## config.mk

```make
export PLATFORM = sky130hd
export DESIGN_NAME = led_trail_fader
export DESIGN_NICKNAME = d
export VERILOG_FILES = /design/src/rtl/led_trail_fader.sv
export SDC_FILE = /design/constraint.sdc
export NUM_CORES = 1
export LEC_CHECK = 0
export CAP_MARGIN = 20
export CORE_MARGIN = 8
export CORE_UTILIZATION = 53
export DETAILED_ROUTE_END_ITERATION = 10
export PLACE_DENSITY = 0.77
export RECOVER_POWER = 50
export REMOVE_ABC_BUFFERS = 1
export SLEW_MARGIN = 20
export SYNTH_ARGS = -nofsm -noshare
export SYNTH_HDL_FRONTEND = slang
export SYNTH_SLANG_ARGS = --single-unit
```

## constraint.sdc

```tcl
create_clock -name CLOCK_50 -period 2.7 [get_ports CLOCK_50]
set_clock_uncertainty 0.15 [all_clocks]
set_input_delay 0.54 -clock CLOCK_50 [delete_from_list [all_inputs] [get_ports CLOCK_50]]
set_output_delay 0.54 -clock CLOCK_50 [all_outputs]
set_load 0.02 [all_outputs]
```

## src/rtl/led_trail_fader.sv

```systemverilog
// LED output stage: holds swept LEDs at full brightness, decays them geometrically per sweep step,
// and renders brightness with a free-running PWM. Define LED_TRAIL_GAMMA_EN for a squared (gamma ~2) duty curve.
module led_trail_fader #(
   parameter int unsigned NUM_LEDS    = 10,
   parameter int unsigned PWM_BITS    = 8,
   parameter int unsigned DECAY_SHIFT = 1
) (
   input  logic                CLOCK_50,
   input  logic                RESET_N,
   input  logic                step_clk,
   input  logic                fade_en,
   input  logic [NUM_LEDS-1:0] led_in,
   output logic [NUM_LEDS-1:0] LEDR
);

   localparam logic [PWM_BITS-1:0] MAX = '1;

   logic                step_q;
   logic                step_qq;
   logic                step_pulse;
   logic [PWM_BITS-1:0] pwm_cnt;
   logic [PWM_BITS-1:0] bright [NUM_LEDS];
   logic [PWM_BITS-1:0] duty_c [NUM_LEDS];
   logic [PWM_BITS-1:0] duty   [NUM_LEDS];
   logic [NUM_LEDS-1:0] full_c;
   logic [NUM_LEDS-1:0] full;

   // Both step registers reset low, so step_clk already high at release counts as an edge.
   always_ff @(posedge CLOCK_50 or negedge RESET_N) begin
      if (!RESET_N) begin
         step_q  <= 1'b0;
         step_qq <= 1'b0;
         pwm_cnt <= '0;
      end else begin
         step_q  <= step_clk;
         step_qq <= step_q;
         pwm_cnt <= pwm_cnt + 1'b1;
      end
   end

   assign step_pulse = step_q & ~step_qq;

   always_ff @(posedge CLOCK_50 or negedge RESET_N) begin
      if (!RESET_N) begin
         for (int unsigned i = 0; i < NUM_LEDS; i++) bright[i] <= '0;
      end else begin
         for (int unsigned i = 0; i < NUM_LEDS; i++) begin
            if (!fade_en)
               bright[i] <= led_in[i] ? MAX : '0;
            else if (led_in[i])
               bright[i] <= MAX;
            else if (step_pulse)
               bright[i] <= bright[i] >> DECAY_SHIFT;
         end
      end
   end

`ifdef LED_TRAIL_GAMMA_EN
   logic [2*PWM_BITS-1:0] prod;

   always_comb begin
      prod   = '0;
      full_c = '0;
      for (int unsigned i = 0; i < NUM_LEDS; i++) begin
         prod      = {{PWM_BITS{1'b0}}, bright[i]} * {{PWM_BITS{1'b0}}, bright[i]};
         duty_c[i] = PWM_BITS'(prod >> PWM_BITS);
         full_c[i] = (bright[i] == MAX);
      end
   end

   // The solid-on flag is pipelined alongside duty so both reach LEDR in the same cycle.
   always_ff @(posedge CLOCK_50 or negedge RESET_N) begin
      if (!RESET_N) begin
         full <= '0;
         for (int unsigned i = 0; i < NUM_LEDS; i++) duty[i] <= '0;
      end else begin
         full <= full_c;
         for (int unsigned i = 0; i < NUM_LEDS; i++) duty[i] <= duty_c[i];
      end
   end
`else
   always_comb begin
      full_c = '0;
      for (int unsigned i = 0; i < NUM_LEDS; i++) begin
         duty_c[i] = bright[i];
         full_c[i] = (bright[i] == MAX);
      end
   end

   always_comb begin
      full = full_c;
      for (int unsigned i = 0; i < NUM_LEDS; i++) duty[i] = duty_c[i];
   end
`endif

   always_ff @(posedge CLOCK_50 or negedge RESET_N) begin
      if (!RESET_N) begin
         LEDR <= '0;
      end else begin
         for (int unsigned i = 0; i < NUM_LEDS; i++)
            LEDR[i] <= full[i] | (pwm_cnt < duty[i]);
      end
   end

endmodule

```

==> metrics.yaml, run 1 <==
die_x_um: 118
postCtsSetupRepairBufs: 0
period_share_pct: 74.8
fin_ws_ns: 0.680
maxSlewViolCount: 0
cts_hold_buffers: 0
synth_compound_area_share_pct: 21.6
grt_max_degree: 71
ys_ff_latch: 100
fin_crit_ns: 2.02
cp_num_cells: 1
cts-root-buf: "clkbuf_8"
post-place-ws_ns: 0.593
cp-start-kind: "flop"
drt_first_iter_violations: 237
final_hold_viol_count: 0
yosysSeqAreaShare_pct: 45.6
grt_overflow_total: 0
dieArea_sq_um: 13900
ant_nets: 0
n_fill_cell: 836
power_leakage_nw: 3.01
slowest_stage: "clkdlybuf4s50_1"
remaining_drc_errors: 0
path_buf_inv: 1
crit_path_end_kind: "output port"
setup_viol: 0
cts-resized-gates: 0
grt_usage_pct: 17.0
wl_per_cell_um: 17.4
totalPowerFinal_mw: 3.10
yosysUniqueCellTypes: 26
startpoint: "LEDR[9]$_DFF_PN0_"
via_per_inst: 6.14
synth_mux_area_share_pct: 0
max_freq_mhz: 495
die_h_um: 118
slew_headroom_pct: 4.45
synth.avg_cell_area_sq_um: 10.7
reg2reg_slack_ns: 0.78
crit_family: "buffers and inverters"
antenna_found_initial: 0
cts.clk_slew.worst_paths_ns: 0.09
synthAdderAreaFrac_pct: 16.2
hpwlAfterDp_um: 7660
wl_um: 11600
slowest_delay_ns: 0.61
arrival_ns: 1.33
htree_levels: 3
crit_end: "LEDR[9]"
peakVddDrop_v: 0.000236
final_nets: 610
tightest_slew_ns: 1.43
clk_latency_ns: 0.37
numClockSinks: 100
instances_no_fill: 666
drtPass1Iterations: 7
grt_pass1_vias: 4042
grt_pass1_wl_um: 19600
synthCells: 512
cts_buffer_depth: 2
fin_util_pct: 59.3
fin_setup_tns_ns: 0
mappedNetlistArea_sq_um: 5480
rr_startpoint: "pwm_cnt[3]$_DFF_PN0_"
cp_max_fo: 1
hold_class: "flop to flop"
drive_gt1_share_pct: 5.28
coreArea_sq_um: 10200
tritoncts: "yes"
rsz0062_at_grt: "no"
rows: 37
reg2reg_depth: 4
cts_made_buffers: 9
gp_congestion: 0.791
synth_top_family_by_area: "compound AO/OA/AOI/OAI gates"
p_per_area_nw_per_um2: 513
initial_core_util_pct: 53.8
crit_chain: "clkdlybuf4s50_1"
vias: 4086
num_antenna_cells: 0
r2r_end: "LEDR[4]$_DFF_PN0_"
synth_xor_area_share_pct: 0.958
outcome: "completed"
dp_cells: 650
synth-simple-area-share_pct: 8.35
io_pins: 24
cap_violations: 0
area_delta_synth_final_pct: 10.2
yosysWarningCount: 0
required_ns: 2.01
path_class: "flop to output port"
portBuffers: 23
## report_power, final
part	leakage, nW	internal (mW)	switching, mW
combinational	1.83	0.197	0.221
sequential	1.08	1.60	0.112
clock	0.102	0.476	0.493
## sequential cells by signal, summed over array words and instances (netlist names)
register  cells
LEDR         10
step_q        1
bright       80
pwm_cnt       8
step_qq       1
## layout by cell type, fill, tap and decap left out, types with 3 or more instances in the layout
master,n
dfrtp_1,100
o21ai_1,9
nand2b_1,9
nor2_1,20
nand4_1,29
xnor2_1,3
clkbuf_8,11
xor2_1,3
inv_1,72
nand3_1,13
buf_4,4
clkdlybuf4s50_1,21
a21o_1,19
nand2_1,10
a21oi_1,46
a221o_1,70
ha_1,71
## cell usage after synthesis
cell type,instances,area share (%)
clkbuf_1,2,0.14
a2111oi_4,1,0.50
nand2b_4,1,0.25
a21o_1,19,2.6
o21a_1,1,0.14
nor3_2,1,0.18
ha_1,71,16
nand3_1,13,1.2
dfrtp_1,100,46
nor2_1,20,1.4
buf_1,10,0.68
nand4_1,29,3.3
a21boi_1,1,0.14
nand2b_1,9,1.0
nand2_1,10,0.68
and3_1,2,0.23
o41ai_2,1,0.30
xnor2_1,3,0.48
xor2_1,3,0.48
buf_2,16,1.5
inv_1,72,4.9
o21ai_1,9,0.82
nor2b_1,1,0.11
a221o_1,70,13
a21oi_1,46,4.2
o22a_1,1,0.16
## through the flow
stage,instance area (sq um),hold slack [ns]
final,6040,0.306
after CTS,6050,0.0865
after detailed placement,5850,0.291
after global placement,5850,0.284
after floorplan,5360,0.0944
after global routing,6040,0.324
## final cells by class
class | count | area, sq um | area share [%]
clock buffers | 12 | 155 | 2.57
clock inverters | 4 | 47.5 | 0.787
well taps | 136 | 170 | 2.82
flip-flops and latches | 100 | 2500 | 41.4
repair buffers | 30 | 299 | 4.95
inverters | 72 | 270 | 4.47
multi-input cells | 312 | 2600 | 43.0
## worst min path at each step
stage,startpoint,endpoint,depth (start not counted)
6_report,step_q$_DFF_PN0_,step_qq$_DFF_PN0_,0
5_1_grt,step_q$_DFF_PN0_,step_qq$_DFF_PN0_,0
4_1_cts,RESET_N,LEDR[3]$_DFF_PN0_,1
3_5_place_dp,step_q$_DFF_PN0_,step_qq$_DFF_PN0_,0
3_3_place_gp,step_q$_DFF_PN0_,step_qq$_DFF_PN0_,0
2_1_floorplan,RESET_N,LEDR[0]$_DFF_PN0_,0
## kinds of logic (layout without fill, tap and decap cells)
family	after synthesis	in the layout
buffers and inverters	100	118
adder cells (fa/ha/maj)	71	71
AO/OA/AOI/OAI	149	149
XOR/XNOR	6	6
AND/OR/NAND/NOR	86	86
flip-flops	100	100
## metal layers
layer | vias to the layer above | GRT usage [%] | routed length (um)
met3 | 20 | 3.79 | 465
met5 | - | 0 | 0
met2 | 90 | 28.2 | 5800
met4 | 0 | 6.24 | 187
li1 | 1920 | - | -
met1 | 2056 | 21.3 | 5130
Note: power is estimated with default switching activity, not from simulation.
==> run 2, diff against run 1 <==
==> constraint.sdc (replaced) <==
create_clock -name CLOCK_50 -period 2.06 [get_ports CLOCK_50]
set_clock_uncertainty 0.15 [all_clocks]
set_input_delay 0.412 -clock CLOCK_50 [delete_from_list [all_inputs] [get_ports CLOCK_50]]
set_output_delay 0.412 -clock CLOCK_50 [all_outputs]
set_load 0.02 [all_outputs]
==> run 2 against run 1 <==
  * Sequential power up 31%
  * Hold slack worse by 0.0015 ns
  * Core utilization up 0.97 points
  * Combinational power up 32%
  * First-iteration DRC count up 15%
  * Non-clock buffer count up 9
  * Routed wire length down 1.8%
  * Cell count up 1.4%
  * Via count about the same
  * Final area up 1.6%
  * Setup slack worse by 0.49 ns
==> metrics.yaml, run 2 (same netlist as run 1, synthesis figures left out) <==
outcome: "completed"  # unchanged
rows: 37  # unchanged
final_hold_viol_count: 0  # unchanged
postCtsSetupRepairBufs: 0  # unchanged
drive_gt1_share_pct: 6.49  # was 5.28%
grt_usage_pct: 17.4  # was 17.0%
area_delta_synth_final_pct: 12.0  # was 10.2%
fin_ws_ns: 0.191  # was 0.680 ns
n_fill_cell: 840  # was 836
hold_start: "step_q$_DFF_PN0_"  # unchanged
vias: 4085  # was 4086
path_buf_inv: 1  # unchanged
io_pins: 24  # unchanged
worstHoldPathCells: 0  # unchanged
ant_nets: 0  # unchanged
period_share_pct: 90.7
largest_reg_flops: 80  # unchanged
final_nets: 619  # was 610
mostFrequentLayoutCell: "dfrtp_1"  # unchanged
remaining_drc_errors: 0  # unchanged
max_freq_mhz: 535
slowest_stage: "clkdlybuf4s50_1"  # unchanged
die_x_um: 118  # unchanged
fin_util_pct: 60.3  # was 59.3%
largestRegisters: "bright (80), LEDR (10), pwm_cnt (8)"  # unchanged
initial_core_util_pct: 53.8  # unchanged
reg2reg_depth: 5  # was 4
crit_family: "buffers and inverters"  # unchanged
cp_max_fo: 1  # unchanged
instances_no_fill: 675  # was 666
required_ns: 1.50  # was 2.01 ns
setup_viol: 0  # unchanged
ff_latch_area_sq_um: 2500  # unchanged
hold_end: "step_qq$_DFF_PN0_"  # unchanged
cp-start-kind: "flop"  # unchanged
dieArea_sq_um: 13900  # unchanged
gp_congestion: 0.790  # was 0.791
path_class: "flop to output port"  # unchanged
hold_class: "flop to flop"  # unchanged
fin_setup_tns_ns: 0  # unchanged
post-place-ws_ns: 0.201  # was 0.593 ns
regMostFlops: "bright"  # unchanged
htree_levels: 3  # unchanged
grt_pass1_vias: 4127  # was 4042
rr_startpoint: "pwm_cnt[0]$_DFF_PN0_"  # was pwm_cnt[3]$_DFF_PN0_
grt_pass1_wl_um: 20000  # was 19600 um
p_per_area_nw_per_um2: 679  # was 513 nW/um^2
dp_cells: 658  # was 650
cts_buffer_depth: 2  # unchanged
wl_um: 11400  # was 11600 um
peakVddDrop_v: 0.000411  # was 0.000236 V
multi_input_area_sq_um: 2600  # unchanged
hpwlAfterDp_um: 7620  # was 7660 um
drtPass1Iterations: 4  # was 7
slowest_delay_ns: 0.60  # was 0.61 ns
maxSlewViolCount: 0  # unchanged
num_antenna_cells: 0  # unchanged
slew_headroom_pct: 55.1  # was 4.45%
cap_violations: 0  # unchanged
dpl_cell_area_sq_um: 5930  # was 5850 sq um
crit_path_end_kind: "output port"  # unchanged
die_h_um: 118  # unchanged
clk_latency_ns: 0.37  # about the same
antenna_found_initial: 0  # unchanged
rsz0062_at_grt: "no"  # unchanged
cts-root-buf: "clkbuf_8"  # unchanged
tritoncts: "yes"  # unchanged
arrival_ns: 1.31  # was 1.33 ns
reg2reg_slack_ns: 0.24  # was 0.78 ns
drt_first_iter_violations: 273  # was 237
crit_chain: "clkdlybuf4s50_1"  # unchanged
grt_overflow_total: 0  # unchanged
via_per_inst: 6.05  # was 6.14
grt_max_degree: 71  # unchanged
mostFrequentLayoutCells: "dfrtp_1, inv_1, ha_1, a221o_1, a21oi_1"  # unchanged
fin_crit_ns: 1.87
cts_hold_buffers: 1  # was 0
portBuffers: 23  # unchanged
tightest_slew_ns: 0.674  # was 1.43 ns
cts.clk_slew.worst_paths_ns: 0.09  # about the same
r2r_end: "pwm_cnt[6]$_DFF_PN0_"  # was LEDR[4]$_DFF_PN0_
cts_made_buffers: 9  # unchanged
wl_per_cell_um: 16.8  # was 17.4 um
cts-resized-gates: 0  # unchanged
power_leakage_nw: 3.07  # was 3.01 nW
coreArea_sq_um: 10200  # unchanged
stdcell_area_sq_um: 6140  # was 6040 sq um
numClockSinks: 100  # unchanged
## run 2: how the worst max path moves through the flow
stage | startpoint | endpoint | cells after the start
after floorplan | fade_en | bright[0]$_DFFE_PN0P_ | 2
after global placement | fade_en | bright[37]$_DFFE_PN0P_ | 4
after detailed placement | fade_en | bright[54]$_DFFE_PN0P_ | 4
after CTS | LEDR[6]$_DFF_PN0_ | LEDR[6] | 1
after global routing | RESET_N | bright[10]$_DFFE_PN0P_ | 3
final | LEDR[6]$_DFF_PN0_ | LEDR[6] | 1
## run 2: layout make-up
class / instances / share of cell area, %
inverter: 72 / 4.40
tap: 136 / 2.77
clock inverter: 5 / 1.22
multi-input combinational: 312 / 42.3
clock buffer: 11 / 2.30
sequential: 100 / 40.7
timing repair buffer: 39 / 6.26
## run 2: metal layers
layer	wire length, um	part of all wire (%)	track usage (%)	vias up
met1	4970	44	21.7	2063
li1	-	-	-	1934
met4	158	1.4	6.16	0
met2	5740	50	29.2	75
met5	0	0	0	-
met3	507	4.5	3.60	13
## run 2: per-stage QoR
step | total power, mW | hold slack, ns
after floorplan | 2.60 | -0.0336
after global placement | 2.80 | 0.117
after detailed placement | 2.84 | 0.118
after CTS | 4.21 | 0.257
after global routing | 4.39 | 0.327
final | 4.17 | 0.305
## run 2: power by group
group	internal [mW]	total (mW)	switching (mW)
Combinational	0.265	0.554	0.289
Clock	0.712	1.37	0.660
Sequential	2.10	2.24	0.143
Total	3.08	4.17	1.09
==> run 3, diff against run 2 <==
==> constraint.sdc (replaced) <==
create_clock -name CLOCK_50 -period 2.06 [get_ports CLOCK_50]
set_clock_uncertainty 0.15 [all_clocks]
set_input_delay 0.515 -clock CLOCK_50 [delete_from_list [all_inputs] [get_ports CLOCK_50]]
set_output_delay 0.515 -clock CLOCK_50 [all_outputs]
set_load 0.02 [all_outputs]
==> run 3 against run 2 <==
  * Largest power group unchanged
  * Critical path depth stayed put
  * Sequential share of layout area about the same
  * Via count grew 1.2%
  * Critical path type unchanged
  * Highest routed layer unchanged
==> metrics.yaml, run 3 (same netlist as run 1, synthesis figures left out) <==
ff_latch_area_sq_um: 2500  # unchanged
cts-root-buf: "clkbuf_8"  # unchanged
period_share_pct: 96.3  # was 90.7%
n_fill_cell: 824  # was 840
peakVddDrop_v: 0.000347  # was 0.000411 V
hold_class: "flop to flop"  # unchanged
die_h_um: 118  # unchanged
vias: 4133  # was 4085
via_per_inst: 6.12  # was 6.05
maxSlewViolCount: 0  # unchanged
crit_path_end_kind: "output port"  # unchanged
grt_max_degree: 71  # unchanged
pwr-share-clk_pct: 31.5  # was 32.9%
clk_latency_ns: 0.37  # about the same
tritoncts: "yes"  # unchanged
pwr-share-seq_pct: 54.7  # was 53.8%
sw_frac_of_total_pct: 27.0  # was 26.2%
antenna_found_initial: 0  # unchanged
cts_buffer_depth: 2  # unchanged
r2r_end: "pwm_cnt[6]$_DFF_PN0_"  # unchanged
area_delta_synth_final_pct: 12.0  # about the same
totalPowerFinal_mw: 4.10  # was 4.17 mW
remaining_drc_errors: 0  # unchanged
hold_start: "step_q$_DFF_PN0_"  # unchanged
wl_per_cell_um: 17.1  # was 16.8 um
multi_input_area_sq_um: 2600  # unchanged
slowest_stage: "clkdlybuf4s50_1"  # unchanged
cp-start-kind: "flop"  # unchanged
rsz0062_at_grt: "no"  # unchanged
num_antenna_cells: 0  # unchanged
required_ns: 1.39  # was 1.50 ns
cap_violations: 0  # unchanged
drive_gt1_share_pct: 6.68  # was 6.49%
crit_chain: "clkdlybuf4s50_1"  # unchanged
power_leakage_nw: 3.06  # was 3.07 nW
max_freq_mhz: 504  # was 535 MHz
power.switching_mw: 1.11  # was 1.09 mW
grt_pass1_wl_um: 20300  # was 20000 um
crit_family: "buffers and inverters"  # unchanged
tightest_slew_ns: 0.917  # was 0.674 ns
final_nets: 620  # was 619
hold_end: "step_qq$_DFF_PN0_"  # unchanged
internal_power_mw: 2.99  # was 3.08 mW
grt_pass1_vias: 4200  # was 4127
setup_viol: 0  # unchanged
reg2reg_depth: 5  # unchanged
p_per_area_nw_per_um2: 667  # was 679 nW/um^2
path_class: "flop to output port"  # unchanged
initial_core_util_pct: 53.8  # unchanged
fin_util_pct: 60.3  # about the same
cts_made_buffers: 9  # unchanged
mostFrequentLayoutCells: "dfrtp_1, inv_1, ha_1, a221o_1, a21oi_1"  # unchanged
path_buf_inv: 1  # unchanged
largest_reg_flops: 80  # unchanged
portBuffers: 23  # unchanged
numClockSinks: 100  # unchanged
grt_usage_pct: 17.5  # was 17.4%
reg2reg_slack_ns: 0.28  # was 0.24 ns
largestRegisters: "bright (80), LEDR (10), pwm_cnt (8)"  # unchanged
cts.clk_slew.worst_paths_ns: 0.09  # about the same
postCtsSetupRepairBufs: 0  # unchanged
ant_nets: 0  # unchanged
die_x_um: 118  # unchanged
cp_max_fo: 1  # unchanged
hpwlAfterDp_um: 8010  # was 7620 um
htree_levels: 3  # unchanged
rows: 37  # unchanged
outcome: "completed"  # unchanged
io_pins: 24  # unchanged
arrival_ns: 1.32  # was 1.31 ns
combPwrFrac_pct: 13.7  # was 13.3%
drt_first_iter_violations: 321  # was 273
worstHoldPathCells: 0  # unchanged
fin_crit_ns: 1.98  # was 1.87 ns
gp_congestion: 0.768  # was 0.790
mostFrequentLayoutCell: "dfrtp_1"  # unchanged
dieArea_sq_um: 13900  # unchanged
slowest_delay_ns: 0.60  # about the same
regMostFlops: "bright"  # unchanged
slew_headroom_pct: 38.9  # was 55.1%
grt_overflow_total: 0  # unchanged
rr_startpoint: "pwm_cnt[0]$_DFF_PN0_"  # unchanged
coreArea_sq_um: 10200  # unchanged
drtPass1Iterations: 4  # unchanged
final_hold_viol_count: 0  # unchanged
wl_um: 11500  # was 11400 um
## run 3: stage by stage
stage	setup TNS, ns	std cells	instance area (sq um)	hold slack [ns]	setup slack [ns]
2_1_floorplan	-154.71	484	5360	0.0694	-1.95
3_3_place_gp	0	659	5950	0.278	0.114
3_5_place_dp	0	659	5950	0.292	0.0868
4_1_cts	0	675	6160	0.314	0.0549
5_1_grt	0	675	6140	0.325	0.0313
6_report	0	675	6140	0.306	0.0769
## run 3: cell type report
class                           instances  area share, %
Multi-Input combinational cell        312           42.3
Sequential cell                       100           40.8
Timing Repair Buffer                   40           6.46
Clock buffer                           12           2.53
Inverter                               72           4.40
Clock inverter                          3          0.754
Tap cell                              136           2.77
## run 3: worst register-to-register path, stage by stage, from the launching register on
cell and delay (ns):
dfrtp_1 0.38, clkbuf_1 0.42, ha_1 0.27, and3_1 0.20, nand3_1 0.11, xnor2_1 0.15
## run 3: worst max path at each step
stage / depth (start not counted) / endpoint / from / slack [ns]
after floorplan: 2 / bright[0]$_DFFE_PN0P_ / fade_en / -1.95
final: 1 / LEDR[5] / LEDR[5]$_DFF_PN0_ / 0.08
after global routing: 3 / pwm_cnt[6]$_DFF_PN0_ / RESET_N / 0.03
after CTS: 1 / LEDR[5] / LEDR[5]$_DFF_PN0_ / 0.05
after detailed placement: 4 / bright[27]$_DFFE_PN0P_ / fade_en / 0.09
after global placement: 4 / bright[38]$_DFFE_PN0P_ / fade_en / 0.11
## run 3: routing by layer
| metal | wire length, um | GRT usage (%) |
|---|---|---|
| met1 | 5110 | 22.8 |
| met2 | 5730 | 28.7 |
| met3 | 485 | 2.25 |
| met4 | 198 | 7.45 |
| met5 | 0 | 0 |
## run 3: power groups by stage
stage	registers (mW)	clock network [mW]	logic, mW
floorplan	2.25	0	0.351
CTS	2.24	1.31	0.575
finish	2.24	1.29	0.562
global route	2.27	1.37	0.642
global placement	2.27	0	0.529
detailed placement	2.28	0	0.569
## run 3: timing repair
action	CTS	global route
hold endpoints to repair	31	0
hold buffers	1	0
gates resized for setup	0	0
